### src/rtl/snn_seq_pkg.sv
// Shared types and defaults for the SNN fully connected layer sequencer.
// Contents: sequencer state enum, default phase lengths, count-width helper.
package snn_seq_pkg;

  typedef enum logic [2:0] {
    ST_IDLE   = 3'd0,
    ST_INIT   = 3'd1,
    ST_SETTLE = 3'd2,
    ST_RUN    = 3'd3,
    ST_TRAIN  = 3'd4,
    ST_DONE   = 3'd5
  } seq_state_e;

  localparam int unsigned DEF_N_NODES      = 8;
  localparam int unsigned DEF_STREAM_LEN   = 256;
  localparam int unsigned DEF_INIT_CYCLES  = 2;
  localparam int unsigned DEF_SETTLE_LEN   = 4;
  localparam int unsigned DEF_TRAIN_CYCLES = 1;

  // Bits needed to hold any value 0..len inclusive.
  function automatic int unsigned calc_cw(input int unsigned len);
    return $clog2(len + 1);
  endfunction

  function automatic int unsigned max_u(input int unsigned a, input int unsigned b);
    return (a > b) ? a : b;
  endfunction

endpackage

### src/rtl/snn_stream_counter.sv
// Per-node ones counter for one stochastic bitstream.
// Ports: clk_i/rst_ni clock and async active-low reset; clr_i zeroes the count,
// en_i adds bit_i each cycle; count_next_c = current count plus this cycle's bit
// (combinational, lets the owner capture the final total on the last cycle).
module snn_stream_counter
  import snn_seq_pkg::*;
#(
  parameter int unsigned CW = calc_cw(DEF_STREAM_LEN)
) (
  input  logic          clk_i,
  input  logic          rst_ni,
  input  logic          clr_i,
  input  logic          en_i,
  input  logic          bit_i,
  output logic [CW-1:0] count_next_c
);

  logic [CW-1:0] count_q;
  logic [CW-1:0] count_d;

  assign count_next_c = count_q + CW'(bit_i);

  // Clear wins over enable.
  always_comb begin
    count_d = count_q;
    if (clr_i) begin
      count_d = '0;
    end else if (en_i) begin
      count_d = count_next_c;
    end
  end

  always_ff @(posedge clk_i or negedge rst_ni) begin
    if (!rst_ni) begin
      count_q <= '0;
    end else begin
      count_q <= count_d;
    end
  end

endmodule

### src/rtl/snn_fc_layer_sequencer.sv
// Sequences one stochastic evaluation of a fully connected SNN layer:
// INIT pulse, settle window, RUN window counting ones per node on a_out,
// optional TRAIN pulse, then a one-cycle done with per-node counts.
// Ports: CLK, INIT_N (async active-low reset); start/train_req/abort control;
// a_out/zp layer bitstreams; layer_init/layer_train_flag layer controls;
// busy/done/count_valid status; count_out per-node counts (node i at [i*CW +: CW]).
// Optional build macro ZP_COUNT_EN adds a second bank counting zp into zp_count_out.
module snn_fc_layer_sequencer
  import snn_seq_pkg::*;
#(
  parameter int unsigned N_NODES      = DEF_N_NODES,
  parameter int unsigned STREAM_LEN   = DEF_STREAM_LEN,
  parameter int unsigned INIT_CYCLES  = DEF_INIT_CYCLES,
  parameter int unsigned SETTLE_LEN   = DEF_SETTLE_LEN,
  parameter int unsigned TRAIN_CYCLES = DEF_TRAIN_CYCLES,
  parameter int unsigned CW           = calc_cw(STREAM_LEN)
) (
  input  logic                  CLK,
  input  logic                  INIT_N,
  input  logic                  start,
  input  logic                  train_req,
  input  logic                  abort,
  input  logic [N_NODES-1:0]    a_out,
  input  logic [N_NODES-1:0]    zp,
  output logic                  layer_init,
  output logic                  layer_train_flag,
  output logic                  busy,
  output logic                  done,
  output logic                  count_valid,
  output logic [N_NODES*CW-1:0] count_out
`ifdef ZP_COUNT_EN
  ,
  output logic [N_NODES*CW-1:0] zp_count_out
`endif
);

  localparam int unsigned PHASE_MAX = max_u(max_u(INIT_CYCLES, SETTLE_LEN),
                                            max_u(STREAM_LEN, TRAIN_CYCLES));
  localparam int unsigned PW = calc_cw(PHASE_MAX);

  seq_state_e state_q, state_d;
  logic [PW-1:0] phase_q, phase_d;
  logic train_q, train_d;
  logic count_valid_q, count_valid_d;
  logic layer_init_q, layer_train_flag_q, busy_q, done_q;
  logic load_cnt_c;
  logic cnt_clr_c, cnt_en_c;
  logic phase_last_c;
  logic [N_NODES*CW-1:0] a_next_c;
  logic [N_NODES*CW-1:0] count_out_q;

  assign phase_last_c = (phase_q == '0);
  assign cnt_clr_c    = (state_q == ST_INIT);
  assign cnt_en_c     = (state_q == ST_RUN);

  // State register and phase down-counter.
  always_ff @(posedge CLK or negedge INIT_N) begin
    if (!INIT_N) begin
      state_q       <= ST_IDLE;
      phase_q       <= '0;
      train_q       <= 1'b0;
      count_valid_q <= 1'b0;
    end else begin
      state_q       <= state_d;
      phase_q       <= phase_d;
      train_q       <= train_d;
      count_valid_q <= count_valid_d;
    end
  end

  // Next-state logic; each phase transition loads the next phase length minus one.
  always_comb begin
    state_d       = state_q;
    phase_d       = phase_q;
    train_d       = train_q;
    count_valid_d = count_valid_q;
    load_cnt_c    = 1'b0;

    case (state_q)
      ST_IDLE: begin
        if (start && !abort) begin
          state_d       = ST_INIT;
          phase_d       = PW'(INIT_CYCLES - 1);
          train_d       = train_req;
          count_valid_d = 1'b0;
        end
      end
      ST_INIT: begin
        if (phase_last_c) begin
          if (SETTLE_LEN == 0) begin
            state_d = ST_RUN;
            phase_d = PW'(STREAM_LEN - 1);
          end else begin
            state_d = ST_SETTLE;
            phase_d = PW'(SETTLE_LEN - 1);
          end
        end else begin
          phase_d = phase_q - PW'(1);
        end
      end
      ST_SETTLE: begin
        if (phase_last_c) begin
          state_d = ST_RUN;
          phase_d = PW'(STREAM_LEN - 1);
        end else begin
          phase_d = phase_q - PW'(1);
        end
      end
      ST_RUN: begin
        if (phase_last_c) begin
          load_cnt_c = 1'b1;
          if (train_q) begin
            state_d = ST_TRAIN;
            phase_d = PW'(TRAIN_CYCLES - 1);
          end else begin
            state_d       = ST_DONE;
            count_valid_d = 1'b1;
          end
        end else begin
          phase_d = phase_q - PW'(1);
        end
      end
      ST_TRAIN: begin
        if (phase_last_c) begin
          state_d       = ST_DONE;
          count_valid_d = 1'b1;
        end else begin
          phase_d = phase_q - PW'(1);
        end
      end
      ST_DONE: begin
        state_d = ST_IDLE;
      end
      default: begin
        state_d = ST_IDLE;
      end
    endcase

    // Abort overrides every phase-end decision, including the final count load.
    if (abort && (state_q != ST_IDLE)) begin
      state_d       = ST_IDLE;
      load_cnt_c    = 1'b0;
      count_valid_d = 1'b0;
    end
  end

  // Moore outputs registered from the next state so they align with state_q.
  always_ff @(posedge CLK or negedge INIT_N) begin
    if (!INIT_N) begin
      layer_init_q       <= 1'b0;
      layer_train_flag_q <= 1'b0;
      busy_q             <= 1'b0;
      done_q             <= 1'b0;
    end else begin
      layer_init_q       <= (state_d == ST_INIT);
      layer_train_flag_q <= (state_d == ST_TRAIN);
      busy_q             <= (state_d != ST_IDLE);
      done_q             <= (state_d == ST_DONE);
    end
  end

  // Per-node a_out counters.
  for (genvar i = 0; i < N_NODES; i++) begin : g_a_cnt
    snn_stream_counter #(.CW(CW)) u_cnt (
      .clk_i        (CLK),
      .rst_ni       (INIT_N),
      .clr_i        (cnt_clr_c),
      .en_i         (cnt_en_c),
      .bit_i        (a_out[i]),
      .count_next_c (a_next_c[i*CW +: CW])
    );
  end

  // Result register captures counts including the last RUN cycle's bits.
  always_ff @(posedge CLK or negedge INIT_N) begin
    if (!INIT_N) begin
      count_out_q <= '0;
    end else if (load_cnt_c) begin
      count_out_q <= a_next_c;
    end
  end

`ifdef ZP_COUNT_EN
  logic [N_NODES*CW-1:0] zp_next_c;
  logic [N_NODES*CW-1:0] zp_count_out_q;

  // Per-node zp counters, same window as a_out.
  for (genvar i = 0; i < N_NODES; i++) begin : g_zp_cnt
    snn_stream_counter #(.CW(CW)) u_cnt (
      .clk_i        (CLK),
      .rst_ni       (INIT_N),
      .clr_i        (cnt_clr_c),
      .en_i         (cnt_en_c),
      .bit_i        (zp[i]),
      .count_next_c (zp_next_c[i*CW +: CW])
    );
  end

  always_ff @(posedge CLK or negedge INIT_N) begin
    if (!INIT_N) begin
      zp_count_out_q <= '0;
    end else if (load_cnt_c) begin
      zp_count_out_q <= zp_next_c;
    end
  end

  assign zp_count_out = zp_count_out_q;
`else
  logic unused_zp;
  assign unused_zp = ^zp;
`endif

  assign layer_init       = layer_init_q;
  assign layer_train_flag = layer_train_flag_q;
  assign busy             = busy_q;
  assign done             = done_q;
  assign count_valid      = count_valid_q;
  assign count_out        = count_out_q;

endmodule

### config.mk
export PLATFORM = sky130hd
export DESIGN_NAME = snn_fc_layer_sequencer
export DESIGN_NICKNAME = d
export VERILOG_FILES = /design/src/rtl/snn_seq_pkg.sv /design/src/rtl/snn_stream_counter.sv /design/src/rtl/snn_fc_layer_sequencer.sv
export SDC_FILE = /design/constraint.sdc
export NUM_CORES = 1
export LEC_CHECK = 0
export ABC_CLOCK_PERIOD_IN_PS = 2700
export CAP_MARGIN = 20
export CELL_PAD_IN_SITES_DETAIL_PLACEMENT = 0
export CELL_PAD_IN_SITES_GLOBAL_PLACEMENT = 1
export CORE_ASPECT_RATIO = 1.1
export CORE_MARGIN = 2
export CORE_UTILIZATION = 43
export CTS_CLUSTER_SIZE = 40
export DETAILED_ROUTE_END_ITERATION = 8
export GPL_ROUTABILITY_DRIVEN = 0
export PLACE_DENSITY = 0.76
export SYNTH_ARGS = -nofsm -noshare
export SYNTH_HDL_FRONTEND = slang
export SYNTH_SLANG_ARGS = --single-unit
### constraint.sdc
create_clock -name CLK -period 2.7 [get_ports CLK]
set_input_delay 0.405 -clock CLK [delete_from_list [all_inputs] [get_ports CLK]]
set_output_delay 0.405 -clock CLK [all_outputs]
set_load 0.03 [all_outputs]
## Word level (Yosys, flattened, before mapping)

Cells that the tools add are included.

- Equality and inequality tests: 14
- Add/subtract/negate cells: 9
- Mux-type cells: 40
- Reductions and logical operators: 13

Operators with widths:

| cell | number |
|---|---|
| $mux W9 | 22 |
| $add A9 B1 Y9 | 8 |
| $pmux W9 S5 | 1 |
| $mux W3 | 6 |
| $pmux W3 S5 | 1 |
| $eq A3 B3 Y1 const B | 3 |
| $logic_not A9 Y1 | 1 |
| $mux W1 | 9 |
| $ne A3 B3 Y1 const B | 3 |
| $sub A9 B1 Y9 const B | 1 |
| $eq A3 B1 Y1 const B | 2 |
| $eq A3 B2 Y1 const B | 2 |
| $reduce_bool A3 Y1 | 2 |
| $reduce_and A5 Y1 | 1 |
| $reduce_bool A5 Y1 | 1 |
| $ne A2 B2 Y1 const B | 2 |
| $reduce_and A4 Y1 | 1 |
| $reduce_bool A4 Y1 | 1 |
| $logic_not A3 Y1 | 1 |
| $ne A3 B1 Y1 const B | 1 |
| $ne A3 B2 Y1 const B | 1 |
| $pmux W1 S3 | 1 |
| $logic_and A1 B1 Y1 | 2 |
| $reduce_and A2 Y1 | 1 |
| other kinds (2) | 2 |

- Word-level logic and storage cells: 93
- Bits of input ports: 21
- Output and inout port bits: 77
- Register bits: 162

## Depth between registers and ports, before layout

- Depth in word-level cells: 6
- Depth in mapped cells: 10
- Mapped depth without buffers: 7

## By module

From an unflattened synthesis, not the netlist that was laid out.

- Cell total of the unflattened synthesis: 775
- Area, all modules: 8932.3 um2

Modules (own cells, without submodules):

| module | area each (um2) | cells an instance | sequential area each (um2) | times used |
|---|---|---|---|---|
| snn_stream_counter | 591.8 | 61 | 225.2 | 8 |
| snn_fc_layer_sequencer | 4197.8 | 287 | 2252.2 | 1 |

## Least setup slack after synthesis

Ideal clock, no wire load.

- Path type: register -> register
- Start: reg phase_q[0]
- End: reg count_out_q[55] (netlist: count_out[55])
- Data arrival time: 2353 ps
- Clock period less this slack: 2480 ps
- Stages on the path, launching flop included: 10
- Library setup time: 127 ps
- Buffers on the path: 3
- Required time: 2573 ps
- Slack: 220 ps
- Cell sequence: dfrtp_1 -> inv_1 -> ha_1 -> or4b_1 -> or3_1 -> buf_2 -> nor3_2 -> buf_4 -> buf_6 -> mux2_1

- Word-level cells in the longest chain between the ends: 4

RTL lines:

| item | line | RTL |
|---|---|---|
| start: declaration | snn_fc_layer_sequencer.sv:42 | `logic [PW-1:0] phase_q, phase_d;` |
| start signal: assignment | snn_fc_layer_sequencer.sv:65 | `phase_q <= phase_d;` |
| $logic_not A9 Y1 | snn_fc_layer_sequencer.sv:52 | `assign phase_last_c = (phase_q == '0);` |
| $mux W1 | snn_fc_layer_sequencer.sv:110 | `if (phase_last_c) begin` |
| $mux W1 | snn_fc_layer_sequencer.sv:79 | `case (state_q)` |
| $mux W1 | snn_fc_layer_sequencer.sv:140 | `if (abort && (state_q != ST_IDLE)) begin` |
| end signal: assignment | snn_fc_layer_sequencer.sv:179 | `count_out_q <= a_next_c;` |
| end: declaration | snn_fc_layer_sequencer.sv:50 | `logic [N_NODES*CW-1:0] count_out_q;` |

Every way passes these cells.
A chain may end at the register's enable or synchronous reset.

## Final worst setup path

- Start: reg phase_q[1]
- End: reg count_out_q[1] (netlist: count_out[1])

Same word-level chain as after synthesis.

==> summary.md <==
| Metric | Value |
|---|---|
| Sequential fraction of the synthesis area | 0.5073 |
| Rows | 52 |
| Post-DP HPWL | 11.50 mm |
| Most frequent cells in the layout | 161 x dfrtp_1, 131 x nand2_1, 88 x clkdlybuf4s50_1, 76 x a21oi_1, 75 x nor2_1 |
| Yosys cell types | 48 |
| Post-Syn Nets | 889 |
| Placeable Area | 0.01828 mm^2 |
| Number of routed nets with antenna violations | 0 |
| Pre-CTS WS | 47.86 ps |
| Fin. max-slew vios | 0 |
| Area Growth Syn to Fin | 23.77% |
| Period utilization | 0.9522 |
| Hold Path Class | flop to flop |
| Core Util, Final | 0.5410 |
| Pwr dens | 862.6 mW/mm^2 |
| 1st-iter DRT viols | 299 |
| DRT Pass-1 Iters | 4 |
| Worst Path Buf+Inv | 3 |
| Fill count | 1,668 |
| Rel. slew slack | 0.4695 |
| Tot GR Track Use | 0.1875 |
| Worst setup EP type | flop |
| Slew @ Worst Pin | 795.8 ps |
| Largest net degree at the start of global routing | 68 |
| Starting Density | 0.4371 |
| Total Power | 8532 uW |
| Top-Level Pins | 98 |
| Die area | 0.01969 mm^2 |
| Final min period | 2571 ps |
| CTS Buf Count | 17 |
| H-tree levels | 4 |
| First-pass GRT wire length | 29.94 mm |
| CTS clock-pin slew for the worst setup and hold paths | 60 ps |
| CP startpoint kind | flop |
| RSZ-0062 raised after global routing | no |
| Total Wirelength | 17.81 mm |
| CP required | 3010 ps |
| DIE WIDTH | 134.0 um |
| Final setup fails | 0 |
| CP cell instances | inv_1 -> ha_1 -> or4b_1 -> or3_1 -> nor3_4 -> buf_4 -> buf_6 -> mux2_2 |
| Crit-path max FO | 14 |
| Number of diodes | 0 |
| Vias | 6,139 |
| Worst-Skew Late Latency | 420 ps |
| Initial antenna violation count | 0 |
| Synth Register Bits | 162 |
| Deepest clock path buffer count | 2 |
| Clock sinks | 162 |
| Vias in the first global route | 5,966 |
| Critical Path AT | 2880 ps |
| Clock Tree Root | clkbuf_16 |
| GR Overflow Total | 0 |
| Avg WL per Cell | 14.81 um |
| Cells after Synth | 851 |
| Crit path max-delay family | simple AND/OR/NAND/NOR gates |
| Hold WS | 471.7 ps |
| Max stage delay on crit path | 480 ps |
| Ys flop type | dfrtp_1 |
| Post-synth EDFFs | 0 |
| Most common cell after layout, fill and taps aside | dfrtp_1 |
| Number of failing hold endpoints at the final stage | 0 |
| Layout cells sized above 1 | 0.1073 |
| Avg Inst Size Synth | 9.391 um^2 |
| Max Freq | 0.3890 GHz |
| Status | complete, no violations |
| Setup TNS | 0 ps |
| Ys async rst share | 1.000 |
| Yosys warns | 0 |
| Post-route DRC violation count | 0 |
| Slowest CP cell | or4b_1 |
| MaxCap Viol Count | 0 |
| Fin nets | 987 |
| Vias/cell | 5.103 |
| Fin worst setup slack | 129.1 ps |
| Pleak | 0.004344 uW |
| CP Class | flop to flop |
| Buffers on Ports | 89 |
| Peak VDD IR | 0.4806 mV |
| TritonCTS clock tree | yes |
| Netlist Area Pre-Place | 0.007991 mm^2 |
| Die Span Y | 147.0 um |
| Clock Skews | 6.627 ps |
## tightest hold or removal path: stages (launching register included)
cell     delay [ps]
dfrtp_1         340
nand2_1          50
nand2_1          50
## power breakdown
group / total (uW) / internal [uW] / switching [uW]
Combinational: 3080 / 1230 / 1850
Sequential: 3120 / 2850 / 274
Clock: 2330 / 1360 / 967
## synthesized netlist by cell type (2+ instances only)
cell type | instances | area share
o22ai_1 | 14 | 0.011
dfrtp_1 | 162 | 0.51
nand3_1 | 52 | 0.033
ha_1 | 17 | 0.027
and3_1 | 16 | 0.013
nand2b_1 | 2 | 0.0016
inv_1 | 23 | 0.011
or2_2 | 6 | 0.0047
nand2_1 | 132 | 0.062
nor3_1 | 6 | 0.0038
a31oi_1 | 2 | 0.0016
a21oi_1 | 76 | 0.048
a221oi_1 | 2 | 0.0022
nor2b_1 | 19 | 0.015
mux2_1 | 3 | 0.0042
o41ai_1 | 2 | 0.0022
a22o_1 | 6 | 0.0066
nor2_1 | 75 | 0.035
a21o_1 | 7 | 0.0066
o21ai_0 | 43 | 0.027
buf_2 | 3 | 0.0019
buf_1 | 2 | 0.00094
clkbuf_1 | 32 | 0.015
mux2_2 | 20 | 0.028
xnor2_1 | 39 | 0.043
nor4_1 | 8 | 0.0063
and2_1 | 3 | 0.0023
buf_4 | 7 | 0.0066
buf_6 | 6 | 0.0085
or3_1 | 9 | 0.0070
xor2_1 | 18 | 0.020
a211oi_1 | 2 | 0.0019
o31ai_1 | 22 | 0.021
## registers in the layout (all words and copies together) (netlist names)
register               count
count_out                 72
g_a_cnt.u_cnt.count_q     72
phase_q                    9
state_q                    3
busy                       1
count_valid                1
done                       1
layer_init                 1
layer_train_flag           1
train_q                    1
## what timing repair did
action	in CTS	in global routing
buffers inserted	0	2
endpoints found under the hold margin	46	0
setup endpoints to repair	0	48
resized for setup	0	5
hold buffers	1	0
## cell type report
class	instances	area, um^2	area share
flip-flops and latches	162	4055	0.4100
well taps	243	304.0	0.03074
inverters	23	86.33	0.008729
multi-input cells	616	3611	0.3651
repair buffers	129	1277	0.1292
clock buffers	18	439.2	0.04440
clock inverters	12	117.6	0.01189
## through the flow
stage	cells	cell area, um^2
6_report	1203	9891
5_1_grt	1203	9891
4_1_cts	1200	9829
3_5_place_dp	1169	9263
3_3_place_gp	1169	9263
2_1_floorplan	851	7991
## path summary, 6_finish.rpt
path	startpoint	to	slack (ps)	depth (start not counted)
worst max-delay path	phase_q[1]$_DFFE_PN0P_	count_out[1]$_DFFE_PN0P_	130	8
worst min-delay path	g_a_cnt[4].u_cnt.count_q[0]$_DFFE_PN0P_	g_a_cnt[4].u_cnt.count_q[0]$_DFFE_PN0P_	470	2
worst max register to register	phase_q[1]$_DFFE_PN0P_	count_out[1]$_DFFE_PN0P_	130	8
worst min register to register	g_a_cnt[4].u_cnt.count_q[0]$_DFFE_PN0P_	g_a_cnt[4].u_cnt.count_q[0]$_DFFE_PN0P_	470	2
max in group asynchronous	INIT_N	g_a_cnt[4].u_cnt.count_q[6]$_DFFE_PN0P_	1490	3
min in group asynchronous	INIT_N	count_out[3]$_DFFE_PN0P_	480	2
## cells by family (layout without fill, tap and decap cells)
kind of cell / count (synthesis) / after routing / synth area share
mux: 23 / 23 / 0.03241
buf+inv: 73 / 182 / 0.04368
simple gates: 335 / 335 / 0.1912
compound gates: 184 / 184 / 0.1364
fa+ha+maj: 17 / 17 / 0.02662
flops: 162 / 162 / 0.5073
xor+xnor: 57 / 57 / 0.06247
## routing by layer
metal,up-vias,track usage,part of all wire
met4,0,0.05585,0.013
met5,-,0,0
met3,19,0.03347,0.024
met2,79,0.2928,0.46
li1,3127,-,-
met1,2914,0.2675,0.50
Note: power is estimated with default switching activity, not from simulation.
